==> src/rtl/urv_writeback_ahb.sv <==
// urv_writeback_ahb: writeback stage with AHB-Lite data-phase tracking.
// Selects the register-file write value, aligns load data, registers HWDATA,
// and tracks wait states, bus errors, timeouts and misaligned accesses.
module urv_writeback_ahb #(
  parameter int TIMEOUT     = 0,
  parameter int REG_LOAD    = 0,
  parameter int ALIGN_CHECK = 1
) (
  input  logic        clk_i,
  input  logic        rst_i,
  input  logic        w_stall_i,
  output logic        w_stall_req_o,
  input  logic [2:0]  x_fun_i,
  input  logic        x_load_i,
  input  logic        x_store_i,
  input  logic        x_valid_i,
  input  logic [31:0] x_dm_addr_i,
  input  logic [4:0]  x_rd_i,
  input  logic [31:0] x_rd_value_i,
  input  logic [31:0] x_shifter_rd_value_i,
  input  logic [31:0] x_multiply_rd_value_i,
  input  logic [2:0]  x_rd_source_i,
  input  logic        x_rd_write_i,
  input  logic [31:0] x_HWDATA,
  input  logic [31:0] HRDATA,
  input  logic        HREADY,
  input  logic        HRESP,
  input  logic        HWRITE,
  output logic [31:0] HWDATA,
  output logic [31:0] rf_rd_value_o,
  output logic [4:0]  rf_rd_o,
  output logic        rf_rd_write_o,
  output logic        w_fault_o,
  output logic [1:0]  w_fault_cause_o,
  output logic [31:0] w_fault_addr_o
);

  // A zero TIMEOUT still needs a one-bit counter so the declarations stay legal.
  localparam int CW = (TIMEOUT > 0) ? $clog2(TIMEOUT + 1) : 1;
  localparam logic [CW-1:0] CNT_LAST = CW'((TIMEOUT > 0) ? TIMEOUT - 1 : 0);
  localparam logic [CW-1:0] CNT_MAX  = CW'(TIMEOUT);
  localparam bit TIMEOUT_EN  = (TIMEOUT > 0);
  localparam bit REG_LOAD_EN = (REG_LOAD != 0);
  localparam bit ALIGN_EN    = (ALIGN_CHECK != 0);

  localparam logic [2:0] LDST_B  = 3'b000;
  localparam logic [2:0] LDST_H  = 3'b001;
  localparam logic [2:0] LDST_L  = 3'b010;
  localparam logic [2:0] LDST_BU = 3'b100;
  localparam logic [2:0] LDST_HU = 3'b101;

  localparam logic [2:0] RD_SOURCE_SHIFTER  = 3'b001;
  localparam logic [2:0] RD_SOURCE_MULTIPLY = 3'b010;

  typedef enum logic [1:0] {
    S_IDLE,
    S_WAIT,
    S_ERR,
    S_LDWB
  } state_t;

  state_t        state;
  state_t        state_next;
  logic [CW-1:0] wait_cnt;
  logic [31:0]   load_reg;
  logic [31:0]   load_aligned;
  logic [31:0]   load_value;
  logic [7:0]    load_byte;
  logic [15:0]   load_half;
  logic          misaligned;
  logic          mem;
  logic          done;
  logic          discard;
  logic          good_done;
  logic          go_ldwb;
  logic          load_wb_now;
  logic          mis_fault;
  logic          bus_err;
  logic          timeout_hit;
  logic          wr;

  assign rf_rd_o = x_rd_i;

  // Extract and extend the addressed lane of HRDATA, and flag misaligned sizes.
  always_comb begin
    load_aligned = HRDATA;
    load_byte    = 8'h00;
    misaligned   = 1'b0;
    case (x_dm_addr_i[1:0])
      2'b00:   load_byte = HRDATA[7:0];
      2'b01:   load_byte = HRDATA[15:8];
      2'b10:   load_byte = HRDATA[23:16];
      default: load_byte = HRDATA[31:24];
    endcase
    load_half = x_dm_addr_i[1] ? HRDATA[31:16] : HRDATA[15:0];
    case (x_fun_i)
      LDST_B:  load_aligned = {{24{load_byte[7]}}, load_byte};
      LDST_BU: load_aligned = {24'h000000, load_byte};
      LDST_H:  load_aligned = {{16{load_half[15]}}, load_half};
      LDST_HU: load_aligned = {16'h0000, load_half};
      default: load_aligned = HRDATA;
    endcase
    if (ALIGN_EN) begin
      case (x_fun_i)
        LDST_H, LDST_HU: misaligned = x_dm_addr_i[0];
        LDST_L:          misaligned = |x_dm_addr_i[1:0];
        default:         misaligned = 1'b0;
      endcase
    end
  end

  // Data-phase next state, stall request, fault triggers and writeback select.
  always_comb begin
    mem         = x_valid_i & (x_load_i | x_store_i);
    discard     = TIMEOUT_EN && (state == S_WAIT) && (wait_cnt == CNT_MAX);
    done        = 1'b0;
    bus_err     = 1'b0;
    timeout_hit = 1'b0;
    state_next  = state;
    case (state)
      S_IDLE: begin
        if (mem) begin
          if (HREADY)     done       = 1'b1;
          else if (HRESP) state_next = S_ERR;
          else            state_next = S_WAIT;
        end
      end
      S_WAIT: begin
        if (HREADY && !HRESP) begin
          done = 1'b1;
        end else if (HREADY && HRESP) begin
          bus_err    = 1'b1;
          state_next = S_IDLE;
        end else if (HRESP) begin
          state_next = S_ERR;
        end else begin
          timeout_hit = TIMEOUT_EN && (wait_cnt == CNT_LAST);
        end
      end
      S_ERR: begin
        if (HREADY && HRESP) begin
          bus_err    = 1'b1;
          state_next = S_IDLE;
        end
      end
      S_LDWB:  state_next = S_IDLE;
      default: state_next = S_IDLE;
    endcase

    // Timed-out transfers finish on the bus but leave no trace in the core.
    good_done   = done & ~discard;
    go_ldwb     = REG_LOAD_EN && good_done && x_load_i && !misaligned;
    load_wb_now = !REG_LOAD_EN && good_done && x_load_i && !misaligned;
    mis_fault   = good_done & misaligned;
    if (done) state_next = go_ldwb ? S_LDWB : S_IDLE;

    case (state)
      S_IDLE:  w_stall_req_o = mem & (~HREADY | go_ldwb);
      S_WAIT:  w_stall_req_o = ~done | go_ldwb;
      S_ERR:   w_stall_req_o = 1'b1;
      default: w_stall_req_o = 1'b0;
    endcase

    if (state == S_LDWB)              wr = x_valid_i;
    else if (state != S_IDLE || mem)  wr = load_wb_now & x_valid_i;
    else                              wr = x_rd_write_i & x_valid_i;
    rf_rd_write_o = wr & ~w_stall_i;

    load_value = REG_LOAD_EN ? load_reg : load_aligned;
    if (x_load_i || state == S_LDWB)               rf_rd_value_o = load_value;
    else if (x_rd_source_i == RD_SOURCE_SHIFTER)   rf_rd_value_o = x_shifter_rd_value_i;
    else if (x_rd_source_i == RD_SOURCE_MULTIPLY)  rf_rd_value_o = x_multiply_rd_value_i;
    else                                           rf_rd_value_o = x_rd_value_i;
  end

  // State register and saturating wait counter, cleared whenever not waiting.
  always_ff @(posedge clk_i or negedge rst_i) begin
    if (!rst_i) begin
      state    <= S_IDLE;
      wait_cnt <= '0;
    end else begin
      state <= state_next;
      if (state == S_WAIT) begin
        if (wait_cnt != CNT_MAX) wait_cnt <= wait_cnt + CW'(1);
      end else begin
        wait_cnt <= '0;
      end
    end
  end

  // Write data follows the address phase of a write accepted by the bus.
  always_ff @(posedge clk_i or negedge rst_i) begin
    if (!rst_i)                HWDATA <= 32'h0;
    else if (HWRITE && HREADY) HWDATA <= x_HWDATA;
  end

  // Hold the aligned load value for the deferred writeback cycle.
  always_ff @(posedge clk_i or negedge rst_i) begin
    if (!rst_i)       load_reg <= 32'h0;
    else if (go_ldwb) load_reg <= load_aligned;
  end

  // One-cycle fault pulse; cause and address only change when a fault fires.
  always_ff @(posedge clk_i or negedge rst_i) begin
    if (!rst_i) begin
      w_fault_o       <= 1'b0;
      w_fault_cause_o <= 2'b00;
      w_fault_addr_o  <= 32'h0;
    end else begin
      w_fault_o <= bus_err | timeout_hit | mis_fault;
      if (bus_err) begin
        w_fault_cause_o <= 2'b01;
        w_fault_addr_o  <= x_dm_addr_i;
      end else if (timeout_hit) begin
        w_fault_cause_o <= 2'b10;
        w_fault_addr_o  <= x_dm_addr_i;
      end else if (mis_fault) begin
        w_fault_cause_o <= 2'b11;
        w_fault_addr_o  <= x_dm_addr_i;
      end
    end
  end

endmodule

==> config.mk <==
export PLATFORM = sky130hd
export DESIGN_NAME = urv_writeback_ahb
export DESIGN_NICKNAME = d
export VERILOG_FILES = /design/src/rtl/urv_writeback_ahb.sv
export SDC_FILE = /design/constraint.sdc
export NUM_CORES = 1
export LEC_CHECK = 0
export CORE_AREA = 2 2 124 126
export CTS_BUF_LIST = sky130_fd_sc_hd__clkbuf_4
export DETAILED_ROUTE_END_ITERATION = 6
export DIE_AREA = 0 0 126 128
export HOLD_SLACK_MARGIN = 0.12
export PLACE_DENSITY = 0.74
export SYNTH_ARGS = -nofsm -noshare
export SYNTH_HDL_FRONTEND = slang
export SYNTH_SLANG_ARGS = --single-unit
==> constraint.sdc <==
create_clock -name clk_i -period 3.3 [get_ports clk_i]
set_clock_uncertainty 0.05 [all_clocks]
set_input_delay 0.66 -clock clk_i [delete_from_list [all_inputs] [get_ports clk_i]]
set_output_delay 0.66 -clock clk_i [all_outputs]
set_load 0.02 [all_outputs]
==> results of run 1 <==
report_power, final:
group / switching, W / leakage, nW / internal, W / total, W
Combinational: 0.00110 / 2.58 / 0.00127 / 0.00237
Sequential: 0.000150 / 0.821 / 0.00112 / 0.00127
Clock: 0.000326 / 0.0895 / 0.000320 / 0.000646
Total: 0.00158 / 3.49 / 0.00271 / 0.00429
what timing repair did:
action,CTS,global route
gates resized for setup,105,42
pin swaps,2,2
hold buffers,1,0
setup buffers,0,4
setup endpoints to repair,32,31
endpoints found under the hold margin,19,0
cloned,0,1
cells in the final DEF (no fill, tap or decap), types with 3 or more instances in the layout:
master,count
o21ai_0,9
nor2b_1,5
clkdlybuf4s50_1,271
inv_1,5
o21ai_1,13
dfrtp_1,69
nand3b_1,10
mux2i_1,9
ha_1,4
mux2_1,42
buf_12,5
mux2_4,21
clkbuf_2,7
inv_6,3
o2111ai_1,7
buf_6,4
nor2_1,25
buf_2,23
a2bb2oi_1,16
a31oi_1,29
nand2_1,86
clkbuf_4,9
mux2_2,5
buf_4,40
a21oi_1,6
a211o_1,7
a22o_1,14
per-stage QoR:
stage | instance area [µm²] | TNS (ps)
after floorplan | 4516 | 0
after global placement | 8000 | -10690
after detailed placement | 8000 | -11310
after CTS | 8189 | 0
after global routing | 8143 | 0
final | 8143 | 0
kinds of logic (layout without fill, tap and decap cells):
family	after synthesis	after routing	synth area share, %
XOR/XNOR	1	1	0.1940
buffers and inverters	48	380	5.486
AND/OR/NAND/NOR	146	146	14.71
flip-flops	69	69	38.24
other	0	2	0
AO/OA/AOI/OAI	121	121	19.65
adder cells (fa/ha/maj)	4	4	1.108
multiplexers	77	77	20.62
area by class of cell:
| class | count | area [µm²] | area share [%] |
|---|---|---|---|
| Multi-Input combinational cell | 349 | 2567 | 31.53 |
| Sequential cell | 69 | 1727 | 21.20 |
| Inverter | 6 | 22.52 | 0.2766 |
| Tap cell | 188 | 235.2 | 2.889 |
| Clock inverter | 7 | 105.1 | 1.291 |
| Antenna cell | 2 | 5.005 | 0.06146 |
| Clock buffer | 9 | 67.56 | 0.8297 |
| Timing Repair Buffer | 358 | 3413 | 41.92 |
worst paths after layout:
| path | cells past startpoint | endpoint | slack (ps) | from |
|---|---|---|---|---|
| max | 8 | rf_rd_value_o[15] | 70 | x_rd_source_i[1] |
| min in group asynchronous | 2 | HWDATA[28] | 650 | rst_i |
| min reg2reg | 1 | w_fault_cause_o[0] | 430 | w_fault_cause_o[0] |
| min | 1 | w_fault_cause_o[0] | 430 | w_fault_cause_o[0] |
| max in group asynchronous | 3 | HWDATA[11] | 1810 | rst_i |
| max reg2reg | 7 | w_fault_addr_o[27] | 1050 | state[0] |
critical path, delay by kind of cell:
family                 cells  cell delay (ps)
buffers and inverters      4             1150
and+or+nand+nor            2              460
AOI/OAI and AO/OA          2              250
state kept, by name, indices dropped and copies added (netlist names):
register and cells:
w_fault_cause_o 2, HWDATA 32, state 2, w_fault_addr_o 32
w_fault_o 1
metal layers:
| metal | track usage, % | up-vias | part of all wire (%) |
|---|---|---|---|
| met4 | 8.662 | 0 | 3.4 |
| met2 | 39.72 | 245 | 50 |
| met5 | 0 | - | 0 |
| li1 | - | 2353 | - |
| met3 | 6.720 | 43 | 8.9 |
| met1 | 23.89 | 2312 | 37 |
==> summary.txt, run 1 <==
Clocking
  • Worst-path clk slew: 130 ps
  • Root Driver: clkbuf_4
  • H-tree depth: 3
  • Clock sink total: 69
  • CTS Buf Count: 9
  • CTS tree: done
  • CTS Buffer Depth: 2
  • Insertion delay to the later sink of the worst-skew pair: 400 ps

Layout
  • Post-layout util: 54.78%
  • Layout cells sized above 1: 17.17%
  • Fillers: 1373
  • Final net count: 1010
  • Non-filler instance count after layout: 988
  • Area grow syn2layout: 80.33%

Floorplan
  • # IOs: 319
  • Num rows: 45
  • Die W: 126 µm
  • Area of the die: 16130 µm²
  • Core area: 14860 µm²
  • Die height: 128 µm
  • Effective utilization at floorplan: 30.38%

Logic synthesis
  • Post-synth EDFFs: 0
  • Top cell type by total area after synthesis: dfrtp_1
  • Synth Register Bits: 69
  • Synthesized Nets: 683
  • Synth Warn #: 0
  • Top cell type's share of synthesized area: 38.24%
  • Syn_area_per_cell: 9.690 µm²
  • Top cells by area, synth: dfrtp_1, mux2_1, nand2_1
  • Cell area after synthesis: 4516 µm²
  • Syn Inst Count: 466
  • Async S/R FF share, synth: 100.0%
  • Top-count cell post-synth: nand2_1
  • Sequential fraction of the synthesis area: 38.24%
  • Yosys cell types: 54
  • Commonest cells post-synth: nand2_1, dfrtp_1, mux2_1
  • Ys flop type: dfrtp_1

Drt
  • Via count: 4953
  • DRT Pass-1 Iters: 5
  • Number of remaining DRC errors: 0
  • WL/cell: 18.65 µm
  • Routed Antenna Nets: 0
  • Vias per cell: 5.013
  • Final WL: 18.42 mm
  • Iteration-0 DRC Markers: 239

STA
  • Final count of hold timing violations: 0
  • Peak Freq: 309.3 MHz
  • Tcrit/Tclk final: 97.96%
  • Relative slew slack: 67.81%
  • Minimum clock period: 3233 ps
  • Measured slew at the worst slew-check pin: 481.8 ps
  • Hold slack final: 434.2 ps
  • Setup WS post-layout: 67.41 ps
  • Fin. max-slew vios: 0
  • Setup violators final: 0
  • RSZ-0062 raised after global routing: false

Worst setup path
  • Crit-path max FO: 19
  • WP data required: 2590 ps
  • Max incr delay on CP: 530 ps
  • Worst path slowest cell: clkdlybuf4s50_1
  • Most frequent CP cell: buf_6
  • WP data arrival: 2520 ps
  • Crit. End Element: primary output
  • CP startpoint kind: input port
  • Worst-path cell chain: clkdlybuf4s50_1, buf_6, or3b_4, buf_6, nand2_1, a31oi_1, o21a_1, clkdlybuf4s15_1
  • WS Path Type: input port to primary output

Place
  • Placed cells: 964
  • GP Congestion: 0.9436
  • Port Buffers: 308
  • Hpwl dp: 15.12 mm
  • Post-place setup slack: -439.5 ps

Global routing
  • Overall Global Routing Usage: 21.90%
  • First-pass GRT wire length: 27.81 mm
  • Initial antenna violation count: 2
  • Grt total ovfl: 0
  • Vias in the first global route: 5193
  • Pin count of the biggest net entering global routing: 38

Pwr
  • Pleak: 3.489 nW
  • Total power: 0.004290 W
  • Power Density: 526.8 nW/µm²
  • Maximum VDD drop: 0.2147 mV

Hold path
  • Hold crit path type: flop to flop

Run status
  • Status: finished clean

Job
  • MaxCap Viol Count: 0
(Power assumes the default switching activity.)
==> run 2, diff against run 1 <==
--- a/config.mk
+++ b/config.mk
@@ -7,6 +7,7 @@
 export LEC_CHECK = 0
 export CORE_AREA = 2 2 124 126
 export CTS_BUF_LIST = sky130_fd_sc_hd__clkbuf_4
+export CTS_CLUSTER_DIAMETER = 40
 export DETAILED_ROUTE_END_ITERATION = 6
 export DIE_AREA = 0 0 126 128
 export HOLD_SLACK_MARGIN = 0.12
==> results of run 2 <==
No change in the layout: final DEF, timing and power equal those of run 1.
==> run 3, diff against run 2 <==
--- a/config.mk
+++ b/config.mk
@@ -10,6 +10,7 @@
 export CTS_CLUSTER_DIAMETER = 40
 export DETAILED_ROUTE_END_ITERATION = 6
 export DIE_AREA = 0 0 126 128
+export GPL_ROUTABILITY_DRIVEN = 0
 export HOLD_SLACK_MARGIN = 0.12
 export PLACE_DENSITY = 0.74
 export SYNTH_ARGS = -nofsm -noshare
==> summary.txt, run 3 (same netlist as run 1, synthesis figures left out) <==
Layout
  • Area grow syn2layout: 79.52%
  • Design area: 8107 µm² (-0.45%)
  • Area taken by flip-flops and latches: 1727 µm² (unchanged)
  • Layout cells sized above 1: 16.79% (-0.37 points)
  • Final net count: 1004 (-0.59%)
  • Most frequent cells in the layout: clkdlybuf4s50_1, nand2_1, dfrtp_1
  • Most common cell after layout, fill and taps aside: clkdlybuf4s50_1
  • Fillers: 1325 (-3.5%)
  • Largest registers: HWDATA (32), w_fault_addr_o (32)
  • Area of the multi-input gates: 2579 µm² (+0.44%)

Clocking
  • CTS tree: done
  • Clock sink total: 69 (unchanged)
  • Insertion delay to the later sink of the worst-skew pair: 410 ps (about the same)
  • Root Driver: clkbuf_4
  • CTS Buf Count: 9 (unchanged)
  • CTS Buffer Depth: 2 (unchanged)
  • H-tree depth: 3 (unchanged)
  • Hold Buf Count CTS: 0 (-1)
  • Worst-path clk slew: 140 ps (about the same)

Worst setup path
  • Worst Path Buf+Inv: 4 (unchanged)
  • Crit. End Element: primary output
  • CP startpoint kind: input port
  • Worst-path cell chain: clkdlybuf4s50_1, buf_4, or3b_1, buf_4, nand2_1, and3_1, o22ai_1, clkdlybuf4s15_1
  • Most frequent CP cell: buf_4
  • WS Path Type: input port to primary output
  • Worst path slowest cell: clkdlybuf4s50_1
  • Max incr delay on CP: 440 ps (-90 ps)
  • WP data required: 2590 ps (about the same)
  • WP data arrival: 2530 ps (about the same)
  • Crit-path leading delay family: buffers and inverters
  • Crit-path max FO: 10 (-9)
  • Internal reg-to-reg setup slack: 1060 ps (about the same)

Global routing
  • First-pass GRT wire length: 27.68 mm (-0.50%)
  • Initial antenna violation count: 3 (+1)
  • Grt total ovfl: 0 (unchanged)
  • Pin count of the biggest net entering global routing: 44 (+16%)
  • Vias in the first global route: 5297 (+2.0%)
  • Overall Global Routing Usage: 21.67% (-0.24 points)

Floorplan
  • Effective utilization at floorplan: 30.38% (unchanged)
  • Core area: 14860 µm² (unchanged)
  • Die height: 128 µm (unchanged)
  • Die W: 126 µm (unchanged)
  • # IOs: 319 (unchanged)
  • Num rows: 45 (unchanged)
  • Area of the die: 16130 µm² (unchanged)

Job
  • MaxCap Viol Count: 0 (unchanged)

STA
  • Minimum clock period: 3239 ps (+6.597 ps)
  • Peak Freq: 308.7 MHz (-0.20%)
  • Final count of hold timing violations: 0 (unchanged)
  • Fin. max-slew vios: 0 (unchanged)
  • Setup WS post-layout: 60.81 ps (-6.597 ps)
  • Tcrit/Tclk final: 98.16% (+0.20 points)
  • Relative slew slack: 52.10% (-16 points)
  • Measured slew at the worst slew-check pin: 718.5 ps (+236.8 ps)
  • Final setup TNS: 0 ps (unchanged)
  • Setup violators final: 0 (unchanged)

Drt
  • Final WL: 18.09 mm (-1.8%)
  • WL/cell: 18.40 µm (-1.3%)
  • Number of remaining DRC errors: 0 (unchanged)
  • Vias per cell: 5.165 (+3.0%)
  • DRT Pass-1 Iters: 4 (-1)
  • Via count: 5077 (+2.5%)
  • Routed Antenna Nets: 0 (unchanged)
  • Iteration-0 DRC Markers: 216 (-9.6%)

Place
  • Port Buffers: 308 (unchanged)
  • Placed inst area: 7985 µm² (-0.19%)
  • Post-place setup slack: -458.5 ps (-18.97 ps)
  • Hpwl dp: 14.75 mm (-2.4%)

Hold path
  • Hold crit path type: input port to async pin

Run status
  • Status: finished clean

Pwr
  • Maximum VDD drop: 0.2405 mV (+12%)
  • Power Density: 529.6 nW/µm² (+0.53%)
  • Pleak: 3.473 nW (-0.44%)
-- run 3: worst paths after layout --
kind,depth (start not counted),startpoint,to
max,8,x_rd_source_i[2],rf_rd_value_o[6]
min,1,rst_i,HWDATA[27]
max reg2reg,7,state[0],w_fault_addr_o[24]
min reg2reg,1,w_fault_cause_o[0],w_fault_cause_o[0]
max in group asynchronous,2,rst_i,HWDATA[15]
min in group clk_i,1,w_fault_cause_o[0],w_fault_cause_o[0]
-- run 3: worst reg2reg max path: stages, from the launching register on --
cell and delay, ps:
dfrtp_1 420, inv_1 120, ha_1 330, o211a_1 270, o21ai_2 120, o21ai_4 190
buf_12 250, mux2_1 380
-- run 3: layout make-up --
class                   count  share of cell area [%]
repair buffers            352                   41.49
flip-flops and latches     69                   21.30
diodes                      3                 0.09261
clock inverters             7                   1.296
clock buffers               9                  0.8335
well taps                 188                   2.902
multi-input cells         349                   31.81
inverters                   6                  0.2778
-- run 3: metal layers --
metal	wire (µm)	GRT usage (%)	vias to the layer above
met5	0	0	-
met4	770	10.54	0
met3	1507	6.260	55
met2	9349	40.10	289
met1	6459	22.41	2392
li1	-	-	2341
-- run 3: metrics by stage --
stage          util (%)  total power (W)  hold slack, ps  std cells
2_1_floorplan         -         0.002477           314.4        466
3_3_place_gp      53.72         0.003664           400.3        960
3_5_place_dp      53.72         0.003720           413.2        960
4_1_cts           54.64         0.004332           224.2        979
5_1_grt           54.54         0.004525           236.4        983
6_report          54.54         0.004293           218.6        983
-- run 3: repair_timing --
item                                    in CTS  in global routing
cloned                                       0                  1
endpoints found under the setup margin      33                 34
pin swaps                                    4                  2
setup buffers                                3                  0
gates resized for setup                    113                 43
-- run 3: power by group --
part / switching, W / internal [W]
registers: 0.000156 / 0.00112
clock network: 0.000327 / 0.000320
logic: 0.00110 / 0.00126
==> RTL edit 1, RTL diff (config.mk and constraints of run 3) <==
Re-encode `state_t` (4 states) as one-hot, 4 bits wide.
--- a/src/rtl/urv_writeback_ahb.sv
+++ b/src/rtl/urv_writeback_ahb.sv
@@ -54,7 +54,7 @@
 
-  typedef enum logic [1:0] {
-    S_IDLE,
-    S_WAIT,
-    S_ERR,
-    S_LDWB
+  typedef enum logic [3:0] {
+    S_IDLE = 4'b0001,
+    S_WAIT = 4'b0010,
+    S_ERR  = 4'b0100,
+    S_LDWB = 4'b1000
   } state_t;
Formal check against the unedited RTL: no difference found for any inputs over 10 cycles, from zero or initial values and one cycle with rst_i low; not proved beyond that.
==> RTL edit 1 against run 3 <==
Worst setup slack worse by 0.034 ns; count of clock-buffer cells in the layout unchanged; cell count down 0.92%; critical endpoint is now rf_rd_value_o[1]; clock power shrank 21%; final area hardly changed; sequential power fell by 5%; power down 19%; synthesized area fell by 0.89%; core utilization fell by 0.050 points; critical path depth shrank 2; sequential share of layout area increased by 0.34 points; wire length up 0.70%; sequential cell count grew 1.
==> RTL edit 1: results (changes against run 3) <==
• **critical path arrival** 2.56 ns, +0.03 ns
• **met2 track utilization from global routing** 40.9%, +0.79 points
• **status** complete, no violations
• **Worst Hold Class** reg2reg
• **layout cell share with drive strength beyond 1** 24.2%, +7.4 points
• **slowest CP cell** sky130_fd_sc_hd__clkdlybuf4s50_1
• **dpl cell area** 7970 sq um, -0.20%
• **Final nets** 994, -1.0%
• **Seq Cell Count** 70, +1.4%
• **pin count of the biggest net entering global routing** 50, +14%
• **per-cell via count in the routed design** 4.98, -3.6%
• **area used by multi-input combinational logic** 2510 sq um, -2.6%
• **delay of the slowest cell on the worst path** 0.48 ns, +0.04 ns
• **antenna cells** 0, -3
• **vias in the first global route** 5,025, -5.1%
• **number of nets in the synthesized netlist** 665, -2.6%
• **global-route wire length before repair** 27.3 mm, -1.4%
• **Met1 Wirelength** 6.67 mm, +3.3%
• **endpoint of the lowest-slack register-to-register path** w_fault_addr_o[2]
• **fraction of met3 tracks used by global routing** 5.01%, -1.3 points
• **most used standard cells in the synthesized netlist** sky130_fd_sc_hd__nand2_1 (90), sky130_fd_sc_hd__dfrtp_1 (69), sky130_fd_sc_hd__mux2_2 (50)
• **Post-CTS Setup Inserts** 0, -3
• **largest registers** HWDATA: 32 flops, w_fault_addr_o: 32 flops, state: 3 flops
• **endpoint of the most critical setup path** rf_rd_value_o[1]
• **fraction of area in multi-input gates** 31.0%, -0.79 points
• **flop2flop setup slack** 1.34 ns, +0.28 ns
• **hold-fix buffer count after cts** 1, +1
• **area share of buffers outside the clock network** 42.6%, +1.1 points
• **met1 track demand over resource** 23.7%, +1.3 points
• **number of signal-net inverters in the final layout** 5, -1
• **Detailed Place HPWL** 14.3 mm, -2.7%
• **transition time of the tightest slew-check pin** 0.484 ns, -0.234 ns
• **Worst Reg2Reg Path Length in Cells** 6, -1
• **ClkCell Share** 1.62%, -0.51 points
• **clk slew on worst S/H paths** 0.11 ns, -0.03 ns
• **startpoint of the most critical setup path** x_rd_source_i[0]
• **number of antenna violations at the first check in global routing** 0, -3
• **worst IR drop on VDD** 0.000225 V, -6.3%
• **standby leakage power** 3.58 nW, +3.0%
• **count of plain and timing-repair buffers in the layout** 358, +1.7%
• **First DRT Iteration DRCs** 190, -12%
• **sequential fraction of the synthesis area** 39.2%, +0.93 points
• **largest cells by area after synthesis** sky130_fd_sc_hd__dfrtp_1 (39%), sky130_fd_sc_hd__mux2_2 (13%), sky130_fd_sc_hd__mux2_4 (9.4%)
• **fraction of standard cell area that is sequential** 21.6%, +0.34 points
• **GRT Resource Usage Total** 21.6%, -0.11 points
• **Critical Path Fanout Max** 31, +21
• **count of cells resized by post-cts repair** 80, -29%
• **reg-to-reg startpoint** state[0]
• **number of multi-input combinational cells in the layout** 337, -3.4%
• **Routed WL per cell** 18.7 microns, +1.6%
• **amount of wire on met2 after detailed routing** 9.68 mm, +3.6%
==> RTL edit 1: changes by cell type in the layout (fill, tap and decap cells not counted), moves of 9 or more <==
cell / run 3 / this run
sky130_fd_sc_hd__nor2_1: 25 / 35
sky130_fd_sc_hd__mux2_1: 42 / 1
sky130_fd_sc_hd__clkbuf_2: 10 / 20
sky130_fd_sc_hd__mux2_2: 5 / 50
sky130_fd_sc_hd__a311oi_1: 0 / 9
sky130_fd_sc_hd__o21ai_1: 15 / 4
sky130_fd_sc_hd__buf_2: 22 / 10
sky130_fd_sc_hd__a22o_1: 14 / 0
sky130_fd_sc_hd__nand3b_1: 10 / 1
sky130_fd_sc_hd__a31oi_1: 30 / 17
==> RTL edit 1: power by group <==
group	internal, mW	leakage, nW	switching [mW]
logic	1.00	2.67	0.750
registers	1.08	0.836	0.126
clock network	0.226	0.0712	0.288
==> RTL edit 1: stage by stage <==
| step | setup WS (ns) | hold slack [ns] | setup TNS (ns) | instances | power (mW) |
|---|---|---|---|---|---|
| 4_1_cts | -0.00410 | 0.455 | -0.00410 | 971 | 3.52 |
| 5_1_grt | -0.0221 | 0.474 | -0.0250 | 974 | 3.67 |
| 2_1_floorplan | 0.493 | 0.314 | 0 | 452 | 2.03 |
| 3_3_place_gp | -0.398 | 0.399 | -11.51 | 953 | 2.97 |
| 3_5_place_dp | -0.409 | 0.424 | -11.87 | 953 | 3.00 |
| 6_report | 0.0268 | 0.455 | 0 | 974 | 3.47 |
==> RTL edit 1: worst min-delay path by stage <==
stage	cells past startpoint	from	end
3_5_place_dp	1	w_fault_cause_o[0]	w_fault_cause_o[0]
2_1_floorplan	0	rst_i	HWDATA[0]
5_1_grt	1	w_fault_cause_o[0]	w_fault_cause_o[0]
3_3_place_gp	1	w_fault_cause_o[0]	w_fault_cause_o[0]
4_1_cts	1	w_fault_cause_o[0]	w_fault_cause_o[0]
6_report	1	w_fault_cause_o[0]	w_fault_cause_o[0]
==> RTL edit 1: worst reg2reg max path: stages, from the launching register on <==
cell	delay, ns
sky130_fd_sc_hd__dfstp_2	0.60
sky130_fd_sc_hd__nand4bb_1	0.13
sky130_fd_sc_hd__o22ai_1	0.12
sky130_fd_sc_hd__buf_4	0.17
sky130_fd_sc_hd__a21boi_4	0.14
sky130_fd_sc_hd__buf_12	0.26
sky130_fd_sc_hd__mux2_2	0.39
==> RTL edit 1: kinds of logic after synthesis <==
kind of cell           synth area share (%)
AND/OR/NAND/NOR                        14.7
buffers and inverters                  5.62
AO/OA/AOI/OAI                          16.7
multiplexers                           23.6
flip-flops                             39.2
XOR/XNOR                              0.196
==> RTL edit 2, RTL diff (flow settings as in run 3) <==
Made on the original files. Change the parameter `REG_LOAD` from 0 to 1.
--- a/src/rtl/urv_writeback_ahb.sv
+++ b/src/rtl/urv_writeback_ahb.sv
@@ -5,3 +5,3 @@
   parameter int TIMEOUT     = 0,
-  parameter int REG_LOAD    = 0,
+  parameter int REG_LOAD    = 1,
   parameter int ALIGN_CHECK = 1
Function: changed (Yosys sat finds a counterexample within 4 cycles, from zero or initial values and one cycle with rst_i low).
==> RTL edit 2 against run 3 <==
Power up 30%; wire length up 7.2%; sequential share of layout area up 6.5 points; fmax is 0.31% lower; sequential cell count increased by 32; synthesized area rose by 24%; worst setup slack got worse by 0.010 ns; combinational power increased by 24%; final area grew 12%.
==> RTL edit 2: results (changes against run 3) <==
• **Critical Path Fanout Max** 11, +1
• **layout cell share with drive strength beyond 1** 16.5%, -0.32 points
• **distinct cell type count of the synthesized netlist** 46, -15%
• **clk buf depth** 2, unchanged
• **sequential fraction of the synthesis area** 45.0%, +6.8 points
• **pin count of the biggest net entering global routing** 74, +68%
• **worst IR drop on VDD** 0.000402 V, +67%
• **slowest CP cell** sky130_fd_sc_hd__clkdlybuf4s50_1
• **Routed WL per cell** 18.2 microns, -0.92%
• **Clock Tree Root** sky130_fd_sc_hd__clkbuf_4
• **First DRT Iteration DRCs** 259, +20%
• **syn avg cell area** 9.89 sq um, +2.0%
• **fraction of met3 tracks used by global routing** 8.31%, +2.0 points
• **net switching power** 2.19 mW, +38%
• **count of input and output buffers** 308, unchanged
• **GRT Resource Usage Total** 22.8%, +1.1 points
• **count of non-filler cells in the finished layout** 1,064, +8.2%
• **MaxCap Viol Count** 0, unchanged
• **most used standard cells in the synthesized netlist** sky130_fd_sc_hd__dfrtp_1 (101), sky130_fd_sc_hd__a21oi_1 (71), sky130_fd_sc_hd__mux2_2 (69)
• **number of antenna violations at the first check in global routing** 3, unchanged
• **reg-to-reg startpoint** state[0]
• **delay of the slowest cell on the worst path** 0.49 ns, +0.05 ns
• **amount of wire on met2 after detailed routing** 9.66 mm, +3.3%
• **synth warn** 0, unchanged
• **largest cells by area after synthesis** sky130_fd_sc_hd__dfrtp_1 (45%), sky130_fd_sc_hd__mux2_2 (14%), sky130_fd_sc_hd__a21oi_1 (6.3%)
• **placed instance count** 1,040, +8.3%
• **status** complete, no violations
• **global-route wire length before repair** 29.0 mm, +4.9%
• **vias in the first global route** 5,533, +4.5%
• **FFs w/ async S/R, synth** 100%, unchanged
• **transition time of the tightest slew-check pin** 0.924 ns, +0.206 ns
• **met2 track utilization from global routing** 39.0%, -1.1 points
• **clk slew on worst S/H paths** 0.16 ns, +0.02 ns
• **standby leakage power** 3.78 nW, +8.8%
• **minimum setup slack after placement** -0.262 ns, +0.197 ns
• **Detailed Routing Iterations Pass 1** 4, unchanged
• **amount of wire on met3 after detailed routing** 1.86 mm, +23%
• **startpoint of the most critical setup path** x_rd_source_i[1]
• **critical path arrival** 2.54 ns, about the same
• **H-Tree Level Count** 3, unchanged
• **Worst Hold Class** in2async
• **Met1 Wirelength** 7.36 mm, +14%
• **Detailed Place HPWL** 15.1 mm, +2.6%
• **per-cell via count in the routed design** 5.17, +0.19%
• **top sig layer** met5
• **met1 track demand over resource** 26.4%, +4.0 points
• **Clk Latency, worst-skew pair** 0.43 ns, +0.02 ns
• **number of nets in the synthesized netlist** 785, +15%
• **fill cell instance count of the final layout** 1,238, -6.6%
• **total CTS buffers** 9, unchanged
RTL edit 2: cell types whose count changed in the layout (fill, tap and decap cells not counted), sizes merged, moves of 10 or more:
cell / before / now
a31oi: 30 / 3
dlygate4sd2: 2 / 16
a2bb2oi: 16 / 6
nand2: 86 / 46
o21ai: 24 / 41
dfrtp: 69 / 101
a22o: 14 / 0
mux2i: 9 / 33
nor2: 25 / 65
buf: 66 / 29
a21oi: 6 / 82
clkdlybuf4s15: 1 / 11
RTL edit 2: cells by family (layout without fill, tap and decap cells):
kind of cell | Yosys count | count (layout) | share of synthesized area, %
adder cells (fa/ha/maj) | 4 | 4 | 0.891
AO/OA/AOI/OAI | 162 | 162 | 17.4
flip-flops | 101 | 101 | 45.0
AND/OR/NAND/NOR | 140 | 140 | 10.8
multiplexers | 107 | 107 | 20.7
other | 0 | 2 | 0
buffers and inverters | 54 | 360 | 5.19
RTL edit 2: area by class of cell:
type,instances,share of cell area [%]
Timing Repair Buffer,338,36.8
Sequential cell,101,27.8
Antenna cell,2,0.0550
Clock inverter,7,0.879
Multi-Input combinational cell,413,31.0
Tap cell,188,2.58
Clock buffer,9,0.742
Inverter,6,0.247
RTL edit 2: final timing paths:
| path | cells past startpoint | slack (ns) | to |
|---|---|---|---|
| hold reg to reg | 1 | 0.45 | w_fault_cause_o[0] |
| hold / removal | 1 | 0.28 | HWDATA[18] |
| setup / recovery | 9 | 0.05 | rf_rd_value_o[13] |
| setup reg to reg | 9 | 0.90 | w_fault_addr_o[20] |
| min in group clk_i | 1 | 0.45 | w_fault_cause_o[0] |
| max in group asynchronous | 2 | 2.16 | load_reg[23] |
RTL edit 2: critical path: cells and delay by family:
family	cells	cell delay [ns]
AOI/OAI and AO/OA	2	0.18
muxes	1	0.21
and+or+nand+nor	2	0.32
buffers and inverters	4	1.17
RTL edit 2: power groups by stage:
stage / logic (mW) / registers, mW / clock network (mW)
final: 2.93 / 1.97 / 0.684
after global placement: 3.02 / 1.97 / 0
after global routing: 3.13 / 2.03 / 0.763
after CTS: 2.94 / 1.98 / 0.714
after floorplan: 1.27 / 2.28 / 0
after detailed placement: 3.07 / 2.01 / 0
RTL edit 2: per-stage QoR:
stage	cell area, sq um	hold WS (ns)	utilization (%)	setup TNS, ns	total power [mW]
after CTS	9030	0.271	60.7	0	5.63
after floorplan	5620	0.314	-	0	3.55
final	9100	0.277	61.3	0	5.58
after global routing	9100	0.300	61.3	-0.0787	5.93
after detailed placement	8910	0.406	59.9	-5.17	5.07
after global placement	8910	0.406	59.9	-2.39	4.99
RTL edit 2: repair_timing:
| item | CTS | global route |
|---|---|---|
| setup buffers | 1 | 3 |
| pin swaps | 1 | 1 |
| gates cloned | 0 | 2 |
| setup endpoints to repair | 33 | 15 |
| gates resized for setup | 35 | 31 |
